--- src/rtl/ysyx_23060136_ifu_fetch_ctrl.sv ---
// IFU fetch sequencer: owns the fetch PC, issues one I-cache request at a time,
// applies branch/BHT redirects and presents {pc, inst, valid} to the IFU2 register.
//
// state | meaning
// IDLE  | first cycle after reset, loads req_addr from fetch_pc
// REQ   | request to I-cache pending or about to be raised
// WAIT  | request accepted, waiting for the response pulse
module ysyx_23060136_ifu_fetch_ctrl #(
    parameter int                BITS_W = 32,
    parameter logic [BITS_W-1:0] PC_RST = 32'h3000_0000
) (
    input  logic              clk,
    input  logic              rst,
    input  logic              BRANCH_flushIF,
    input  logic [BITS_W-1:0] BRANCH_target,
    input  logic              BHT_flushIF,
    input  logic [BITS_W-1:0] BHT_target,
    input  logic              FORWARD_stallIF,
    output logic              ifu_req_valid,
    output logic [BITS_W-1:0] ifu_req_addr,
    input  logic              icache_req_ready,
    input  logic              icache_resp_valid,
    input  logic [BITS_W-1:0] icache_resp_inst,
    output logic [BITS_W-1:0] IFU1_pc,
    output logic [BITS_W-1:0] IFU1_inst,
    output logic              IFU1_valid
);

    typedef enum logic [1:0] {IDLE, REQ, WAIT} state_t;

    state_t            state, state_nxt;
    logic [BITS_W-1:0] fetch_pc, fetch_pc_nxt;
    logic [BITS_W-1:0] req_addr, req_addr_nxt;
    logic [BITS_W-1:0] out_pc, out_pc_nxt;
    logic [BITS_W-1:0] out_inst, out_inst_nxt;
    logic              drop, drop_nxt;
    logic              req_held, req_held_nxt;
    logic              out_valid, out_valid_nxt;
    logic              redir;
    logic              req_valid;
    logic              hs;
    logic [BITS_W-1:0] target;

    assign redir  = (BRANCH_flushIF | BHT_flushIF) & ~FORWARD_stallIF;
    assign target = (BRANCH_flushIF ? BRANCH_target : BHT_target) & ~BITS_W'(3);

    // Once raised, the request stays up until accepted: the output slot was
    // already freed in the cycle it was first asserted.
    assign req_valid = (state == REQ) & (req_held | ~out_valid | ~FORWARD_stallIF);
    assign hs        = req_valid & icache_req_ready;

    assign ifu_req_valid = req_valid;
    assign ifu_req_addr  = req_addr;
    assign IFU1_pc       = out_pc;
    assign IFU1_inst     = out_inst;
    assign IFU1_valid    = out_valid;

    always_ff @(posedge clk) begin
        if (!rst) begin
            state     <= IDLE;
            fetch_pc  <= PC_RST;
            req_addr  <= PC_RST;
            drop      <= 1'b0;
            req_held  <= 1'b0;
            out_valid <= 1'b0;
            out_pc    <= '0;
            out_inst  <= '0;
        end else begin
            state     <= state_nxt;
            fetch_pc  <= fetch_pc_nxt;
            req_addr  <= req_addr_nxt;
            drop      <= drop_nxt;
            req_held  <= req_held_nxt;
            out_valid <= out_valid_nxt;
            out_pc    <= out_pc_nxt;
            out_inst  <= out_inst_nxt;
        end
    end

    always_comb begin
        state_nxt     = state;
        fetch_pc_nxt  = fetch_pc;
        req_addr_nxt  = req_addr;
        drop_nxt      = drop;
        req_held_nxt  = req_held;
        out_valid_nxt = out_valid;
        out_pc_nxt    = out_pc;
        out_inst_nxt  = out_inst;

        if (out_valid && !FORWARD_stallIF)
            out_valid_nxt = 1'b0;
        if (redir) begin
            out_valid_nxt = 1'b0;
            fetch_pc_nxt  = target;
        end

        case (state)
            IDLE: begin
                state_nxt    = REQ;
                req_addr_nxt = redir ? target : fetch_pc;
            end
            REQ: begin
                req_held_nxt = req_valid & ~hs;
                if (hs) begin
                    state_nxt = WAIT;
                    if (redir)
                        drop_nxt = 1'b1;
                end else if (redir) begin
                    if (req_held) begin
                        drop_nxt = 1'b1;
                    end else begin
                        // Nothing committed to the cache yet, so retarget in place.
                        req_addr_nxt = target;
                        req_held_nxt = 1'b0;
                    end
                end
            end
            WAIT: begin
                req_held_nxt = 1'b0;
                if (icache_resp_valid) begin
                    state_nxt = REQ;
                    if (drop) begin
                        drop_nxt     = 1'b0;
                        req_addr_nxt = redir ? target : fetch_pc;
                    end else if (redir) begin
                        req_addr_nxt = target;
                    end else begin
                        out_valid_nxt = 1'b1;
                        out_pc_nxt    = req_addr;
                        out_inst_nxt  = icache_resp_inst;
                        fetch_pc_nxt  = req_addr + BITS_W'(4);
                        req_addr_nxt  = req_addr + BITS_W'(4);
                    end
                end else if (redir) begin
                    drop_nxt = 1'b1;
                end
            end
            default: state_nxt = IDLE;
        endcase
    end

endmodule

--- config.mk ---
export PLATFORM = sky130hd
export DESIGN_NAME = ysyx_23060136_ifu_fetch_ctrl
export DESIGN_NICKNAME = d
export VERILOG_FILES = /design/src/rtl/ysyx_23060136_ifu_fetch_ctrl.sv
export SDC_FILE = /design/constraint.sdc
export NUM_CORES = 1
export LEC_CHECK = 0
export CORE_ASPECT_RATIO = 0.8
export CORE_MARGIN = 5
export CORE_UTILIZATION = 50
export DETAILED_ROUTE_END_ITERATION = 10
export PLACE_DENSITY = 0.82
export SLEW_MARGIN = 20
export SYNTH_ARGS = -nofsm -noshare
export SYNTH_HDL_FRONTEND = slang
export SYNTH_SLANG_ARGS = --single-unit
--- constraint.sdc ---
create_clock -name clk -period 3.3 [get_ports clk]
set_input_delay 0.495 -clock clk [delete_from_list [all_inputs] [get_ports clk]]
set_output_delay 0.495 -clock clk [all_outputs]
set_load 0.005 [all_outputs]
== Word-level counts from Yosys, hierarchy flattened ==
Cells that the tools add are included.

* Bitwise gates (word level): 12
* $add $sub $neg: 1
* Reductions and logical operators: 9
* Eq/ne operators: 9
* Multiplexer cells: 32

{| class="wikitable"
|+ Operators by type and width
! cell !! count
|-
| two-way mux 32 bit || 12
|-
| one-hot mux 32 bit (3 select lines) || 1
|-
| adder 32 x 3 -> 32 bit, second input constant || 1
|-
| two-way mux 1 bit || 14
|-
| != test 2 bit, second input constant || 5
|-
| != test 3 bit, second input constant || 2
|-
| one-hot mux 2 bit (3 select lines) || 1
|-
| NOT 1 bit || 5
|-
| AND reduction 5 bit || 1
|-
| AND 1 bit || 4
|-
| two-way mux 2 bit || 2
|-
| one-hot mux 1 bit (2 select lines) || 2
|-
| AND reduction 4 bit || 1
|-
| OR 1 bit || 3
|-
| AND reduction 3 bit || 1
|-
| nonzero test 3 bit || 1
|-
| == test 2 x 1 -> 1 bit, second input constant || 1
|-
| == test 2 bit, second input constant || 1
|-
| zero test 2 bit || 1
|-
| AND reduction 2 bit || 1
|-
| nonzero test 2 bit || 1
|-
| logical AND 1 bit || 1
|-
| zero test 1 bit || 1
|}

* Output and inout port bits: 98
* Register bits after elaboration: 133
* Input port bits: 103

== Longest topological paths before layout ==
Gate-level depths: netlist (run 1).

* Depth after elaboration: 11
* Gate-level depth with buffers: 10

== Least setup slack after synthesis (run 1) ==
Ideal clock, no wire load.

* Kind: input to register
* From: in FORWARD_stallIF
* To: reg req_addr[13], in the netlist ifu_req_addr[13]
* Path slack: 1.286 ns
* Arrival time: 1.878 ns
* Library setup time: 0.136 ns
* Stages on the path: 6
* Path through: buf_2 -> o21bai_4 -> a2111o_1 -> clkbuf_1 -> a2111oi_0 -> a211oi_1

* Longest elaborated chain between the ends: 6
* Elaborated cells between the ends (all ways): 13

{| class="wikitable"
|+ Ends and longest elaborated chain
! element !! line !! source
|-
| start, declared || 18 || <nowiki>input logic FORWARD_stallIF,</nowiki>
|-
| NOT 1 bit * || 44, 49 ||
|-
| OR 1 bit / AND 1 bit (equally long branches) || 49, 44 ||
|-
| AND 1 bit, or another cell as far along || 49 || <nowiki>assign req_valid = (state == REQ) & (req_held | ~out_valid | ~FORWARD_stallIF);</nowiki>
|-
| AND 1 bit / two-way mux 32 bit (equally long branches) || 50, 122 ||
|-
| != test 2 bit (no line) / two-way mux 32 bit (equally long branches) || - ||
|-
| AND reduction 5 bit (no line) / one-hot mux 32 bit (3 select lines) (equally long branches) || - ||
|-
| end signal, assigned || 71 || <nowiki>req_addr <= req_addr_nxt;</nowiki>
|-
| end, declared || 33 || <nowiki>logic [BITS_W-1:0] req_addr, req_addr_nxt;</nowiki>
|}

Mark *: on every way between the ends. The rest lies on a longest branch, timed or not. The select of a mux whose other input is x is not followed.
A chain may end at the register's enable or synchronous reset.

== Worst setup path in the final report (run 1) ==
* From: reg state[1]
* To: out ifu_req_valid

* Longest elaborated chain between the ends: 2

{| class="wikitable"
|+ Ends and longest elaborated chain
! element !! line !! source
|-
| start, declared || 31 || <nowiki>state_t state, state_nxt;</nowiki>
|-
| start signal, assigned || 69 || <nowiki>state <= state_nxt;</nowiki>
|-
| == test 2 x 1 -> 1 bit || 49 ||
|-
| AND 1 bit || 49 ||
|-
| end, declared || 19 || <nowiki>output logic ifu_req_valid,</nowiki>
|}

No other way between the ends.

==> reports/results.tsv, run 1 <==
metric	value	unit
run_status	finished, final reports clean	
design.die.area	16600	µm²
synth_edf_count	0	
crit_path_max_incr_delay	0.52	ns
leakage	3.56	nW
grt_first_pass_wirelength	38300	µm
synth-warning-count	0	
gp_congestion	0.973	
ys_types	65	
worst-path-max-fanout	13	
cellPowerDensity	741	nW/µm²
io_buffers	196	
die-width	143	µm
synth.area.top_cells	sky130_fd_sc_hd__dfxtp_1 38%, sky130_fd_sc_hd__nand2_1 11%, sky130_fd_sc_hd__a21oi_1 8.5%, sky130_fd_sc_hd__o21ai_0 3.8%, sky130_fd_sc_hd__mux2i_1 3.4%	
synth-seq-area-share	37.7	%
postLayoutCellArea	9890	µm²
design.portCount	201	
synth-main-ff-cell	sky130_fd_sc_hd__dfxtp_1	
post_detailed_routing_wire_length	24600	µm
power_total	0.00733	W
setup_fix_buffers_added_after_clock_tree_synthesis	0	
placed_cells_incl_taps	1270	
whs	0.452	ns
synth.top_cell.area_share	37.7	%
net_count_after_synthesis	1037	
final-setup-viol-count	0	
cts_num_sinks	133	
max_cap_violations	0	
clock_insertion_delay_worst_skew	0.43	ns
path_class	register to output pin	
worst_rel_slew_slack	58.5	%
placement_rows	38	
area_delta_synth_final	40.0	%
syn_avg_cell_area	7.61	µm²
holdCritPathClass	register to register	
clock_tree.root_cell	sky130_fd_sc_hd__clkbuf_16	
grt_pass1_vias	7519	
most_common_cell_after_layout_fill_and_taps_aside	sky130_fd_sc_hd__nand2_1	
maxSlewViolCount	0	
starting_density_of_the_core	51.6	%
wire_per_inst	18.9	µm
drt_drc_violations_left	0	
syn_area	7060	µm²
critical_path.cell_chain	inv_1, ha_1, inv_1, nor2_1, clkdlybuf4s50_1	
cts_made_buffers	17	
die_height	116	µm
antenna_violations_before_repair	0	
placement.cell_area	9310	µm²
cts_max_level	4	
timing_worst_slew_pin_value	0.621	ns
placeableCoreArea	13700	µm²
arrival	2.20	ns
grtUsageTotal	29.0	%
worst_setup_path_end_kind	output pin	
postCtsHoldBufs	0	
standard_cell_with_the_maximum_stage_delay_on_the_critical_path	sky130_fd_sc_hd__clkdlybuf4s50_1	
critical_path.top_delay_family	buffers and inverters	
vdd_drop_max	0.447	mV
post_cts_resized	0	
firstDrtPassIters	7	
commonest_cells_after_routing_fill_and_taps_aside	203 x sky130_fd_sc_hd__nand2_1, 195 x sky130_fd_sc_hd__clkdlybuf4s50_1, 133 x sky130_fd_sc_hd__dfxtp_1	
grt.overflow.total	0	
via_per_inst	6.13	
grt_max_degree	60	
worst-endpoint-required	2.80	ns
num_antenna_cells	0	
layout.nets	1218	
hold_viol_final	0	
timing.fmax	371	MHz
drt_iter0_markers	722	
min_period	2.70	ns
clkSlewWorstSetupHoldPaths	0.06	ns
timing.clock.skew	0.00799	ns
netlist.top_cell.by_area	sky130_fd_sc_hd__dfxtp_1	
finalCritPeriodShare	81.7	%
routed-via-count	7977	
setup_repair_after_global_routing_missed_its_margin	false	
async_flop_share	0	%
final_antenna_net_count	0	
critical_path_buf_inv_count	3	
postSynthCellCount	928	
timing.critical_path.mode_cell	sky130_fd_sc_hd__inv_1	
postSynthRegisterBits	133	
crit_path_start_kind	register	
dpl.hpwl	17200	µm
ctsLongestPathBuffers	2	
final_cells	1302	
cts_tree	yes	
setup_total_negative_slack	0	ns
drive_above_1_share	9.36	%
through the flow:
step / setup slack, ns / util, %
after floorplan: 1.29 / -
after global placement: 0.390 / 68.0
after detailed placement: 0.381 / 68.0
after CTS: 0.574 / 72.2
after global routing: 0.401 / 72.2
final: 0.604 / 72.2
routing by layer:
| metal | GRT usage, % | wire length, µm |
|---|---|---|
| met1 | 36.3 | 9430 |
| met4 | 13.0 | 708 |
| met5 | 0 | 0 |
| met3 | 9.25 | 3530 |
| met2 | 46.2 | 10900 |
flip-flops by register name, summed over array words and instances (netlist names):
register      flops
IFU1_inst        32
IFU1_pc          32
fetch_pc         32
ifu_req_addr     32
state             2
IFU1_valid        1
drop              1
req_held          1
tightest hold or removal path, delay by kind of cell, from the launching register on:
family | cells | cell delay (ns)
AND/OR/NAND/NOR | 1 | 0.05
flip-flops | 1 | 0.31
AO/OA/AOI/OAI | 1 | 0.05
power breakdown:
part | internal (W) | leakage [nW] | switching, W
clock network | 0.00108 | 0.268 | 0.000754
logic | 0.00140 | 2.21 | 0.00179
registers | 0.00188 | 1.09 | 0.000427
area by class of cell:
| class | count | area (µm²) |
|---|---|---|
| Multi-Input combinational cell | 710 | 4050 |
| Fill cell | 1076 | 3800 |
| Sequential cell | 133 | 2660 |
| Timing Repair Buffer | 239 | 2340 |
| Clock buffer | 19 | 453 |
| Tap cell | 180 | 225 |
| Clock inverter | 13 | 125 |
| Inverter | 8 | 30.0 |
cells by family after synthesis:
group | synth area share [%]
mux | 4.84
fa+ha+maj | 1.06
compound gates | 25.9
simple gates | 22.4
xor+xnor | 2.98
buf+inv | 5.10
flops | 37.7
cells in the mapped netlist, types with 4 or more instances:
cell	n
sky130_fd_sc_hd__a211oi_1	16
sky130_fd_sc_hd__a21o_1	6
sky130_fd_sc_hd__a21oi_1	120
sky130_fd_sc_hd__a221oi_1	5
sky130_fd_sc_hd__a22oi_1	5
sky130_fd_sc_hd__a31oi_1	15
sky130_fd_sc_hd__and2_1	5
sky130_fd_sc_hd__and3_1	10
sky130_fd_sc_hd__and4_1	10
sky130_fd_sc_hd__buf_1	4
sky130_fd_sc_hd__buf_2	21
sky130_fd_sc_hd__buf_4	4
sky130_fd_sc_hd__clkbuf_1	48
sky130_fd_sc_hd__dfxtp_1	133
sky130_fd_sc_hd__ha_1	6
sky130_fd_sc_hd__inv_1	6
sky130_fd_sc_hd__mux2_2	9
sky130_fd_sc_hd__mux2i_1	24
sky130_fd_sc_hd__nand2_1	204
sky130_fd_sc_hd__nand3_1	21
sky130_fd_sc_hd__nand4_1	14
sky130_fd_sc_hd__nor2_1	60
sky130_fd_sc_hd__nor3_1	17
sky130_fd_sc_hd__o211ai_1	13
sky130_fd_sc_hd__o21a_1	4
sky130_fd_sc_hd__o21ai_0	53
sky130_fd_sc_hd__o221ai_1	10
sky130_fd_sc_hd__o22ai_1	10
sky130_fd_sc_hd__xnor2_1	13
sky130_fd_sc_hd__xor2_1	11
final timing paths:
kind	start	to	slack, ns	cells past startpoint
worst max-delay path	state[1]	ifu_req_valid	0.60	5
worst min-delay path	IFU1_pc[7]	IFU1_pc[7]	0.45	2
worst max register to register	state[1]	ifu_req_addr[10]	0.63	8
worst min register to register	IFU1_pc[7]	IFU1_pc[7]	0.45	2
No activity file was read; power rests on OpenSTA's default activity.
==> inputs of run 2 (changes only) <==
Settings changed: CORE_UTILIZATION 50 to 48, PLACE_DENSITY 0.82 to 0.79.
Clock period 3.3 ns to 2.5 ns, I/O delays scaled along.
==> run 2 against run 1 <==
  * Clock-buffer cell count fell by 1
  * Total power grew 36%
  * Combinational power up 45%
  * Worst hold slack hardly changed
  * Sequential power grew 24%
  * First-iteration DRC count rose by 7.6%
  * Routed wire length rose by 2.9%
  * Critical path type unchanged
  * Critical endpoint unchanged
  * Highest routed layer unchanged
==> reports/results.tsv, run 2 (synthesis results as in run 1) <==
metric	value	unit
design.portCount	201	
grt_pass1_vias	7665	
critical_path.top_delay_family	buffers and inverters	
critical_path.cell_chain	inv_1, ha_1, buf_4, inv_1, nor2_2, clkdlybuf4s50_1	
leakage	3.78	nW
timing_worst_slew_pin_value	0.445	ns
design.die.area	17300	µm²
clkSlewWorstSetupHoldPaths	0.06	ns
p_int	0.00596	W
holdCritStartpoint	IFU1_inst[24]	
power_frac_comb	46.5	%
share_seq_of_total_power	28.8	%
antenna_violations_before_repair	0	
timing.critical_path.mode_cell	sky130_fd_sc_hd__inv_1	
grt_max_degree	50	
cts_made_buffers	17	
drive_above_1_share	12.3	%
power.clock.fraction	24.7	%
drt_iter0_markers	777	
post_detailed_routing_wire_length	25300	µm
worst-path-max-fanout	12	
filler_cell_count	1173	
final_cells	1344	
area_delta_synth_final	44.6	%
max_cap_violations	0	
setup_repair_after_global_routing_missed_its_margin	false	
timing.clock.skew	0.00882	ns
cts_tree	yes	
ctsLongestPathBuffers	2	
setup_total_negative_slack	0	ns
vdd_drop_max	0.630	mV
swShare	40.2	%
finalCritPeriodShare	94.6	%
whs	0.452	ns
power_total	0.00996	W
routed-via-count	8001	
maxSlewViolCount	0	
wire_per_inst	18.8	µm
setup_fix_buffers_added_after_clock_tree_synthesis	0	
drt_drc_violations_left	0	
die_height	119	µm
most_common_cell_after_layout_fill_and_taps_aside	sky130_fd_sc_hd__nand2_1	
clock_insertion_delay_worst_skew	0.43	ns
die-width	146	µm
crit_path_start_kind	register	
p_switching	0.00400	W
io_buffers	196	
multi_input_area	4050	µm²
cts_max_level	4	
gp_congestion	0.945	
starting_density_of_the_core	49.2	%
grt.overflow.total	0	
cellPowerDensity	975	nW/µm²
run_status	finished, final reports clean	
commonest_cells_after_routing_fill_and_taps_aside	203 x sky130_fd_sc_hd__nand2_1, 195 x sky130_fd_sc_hd__clkdlybuf4s50_1, 133 x sky130_fd_sc_hd__dfxtp_1	
holdCritPathClass	register to register	
worst_setup_path_end_kind	output pin	
placed_cells_incl_taps	1312	
crit_path_max_incr_delay	0.52	ns
layout.area.seq	2660	µm²
firstDrtPassIters	5	
r2r-start	ifu_req_addr[8]	
arrival	1.99	ns
standard_cell_with_the_maximum_stage_delay_on_the_critical_path	sky130_fd_sc_hd__clkdlybuf4s50_1	
dpl.hpwl	17800	µm
grt_first_pass_wirelength	40000	µm
cts_num_sinks	133	
placement_rows	39	
placeableCoreArea	14300	µm²
min_period	2.37	ns
critical_path_buf_inv_count	4	
final_antenna_net_count	0	
worst_rel_slew_slack	69.5	%
grtUsageTotal	28.1	%
via_per_inst	5.95	
setup.worst_path.start	state[1]	
final-setup-viol-count	0	
clock_tree.root_cell	sky130_fd_sc_hd__clkbuf_16	
worst-endpoint-required	2.12	ns
path_class	register to output pin	
num_antenna_cells	0	
postCtsHoldBufs	0	
layout.nets	1256	
timing.fmax	423	MHz
hold_viol_final	0	
## run 2: timing repair
item | CTS | global route
endpoints found under the setup margin | 0 | 1
resized for setup | 0 | 1
endpoints found under the hold margin | 0 | 0
## run 2: metrics by stage
stage	utilization (%)	instance area [µm²]	setup WS (ns)
6_report	71.2	10200	0.134
5_1_grt	71.2	10200	0.00800
4_1_cts	71.2	10200	0.0913
3_5_place_dp	67.2	9640	0.0587
3_3_place_gp	67.2	9640	0.0905
2_1_floorplan	-	7060	0.505
## run 2: power groups by stage
stage | sequential [W] | clock, W | combinational (W)
after CTS | 0.00286 | 0.00247 | 0.00453
after global routing | 0.00290 | 0.00257 | 0.00498
final | 0.00286 | 0.00246 | 0.00463
after global placement | 0.00289 | 0 | 0.00444
after floorplan | 0.00285 | 0 | 0.00237
after detailed placement | 0.00289 | 0 | 0.00450
## run 2: layout make-up
class | count | share of cell area, %
clock inverter | 14 | 1.40
timing repair buffer | 277 | 26.1
multi-input combinational | 710 | 39.7
clock buffer | 18 | 4.20
inverter | 8 | 0.294
tap | 184 | 2.25
sequential | 133 | 26.1
## run 2: metal layers
metal,wire length (µm),vias to the layer above,GRT usage [%]
met2,11300,436,44.6
met3,3000,83,9.68
li1,-,3750,-
met5,0,-,0
met4,777,0,10.2
met1,10200,3732,35.6
## run 2: final timing paths
| check | to | slack [ns] | cells past startpoint |
|---|---|---|---|
| setup / recovery | ifu_req_valid | 0.13 | 6 |
| hold / removal | IFU1_inst[24] | 0.45 | 2 |
| setup reg to reg | ifu_req_addr[28] | 0.22 | 6 |
| hold reg to reg | IFU1_inst[24] | 0.45 | 2 |
## run 2: tightest hold or removal path, cell delays in order (launching register included)
cell and delay [ns]:
sky130_fd_sc_hd__dfxtp_1 0.31, sky130_fd_sc_hd__nand2_1 0.05, sky130_fd_sc_hd__a21oi_1 0.05
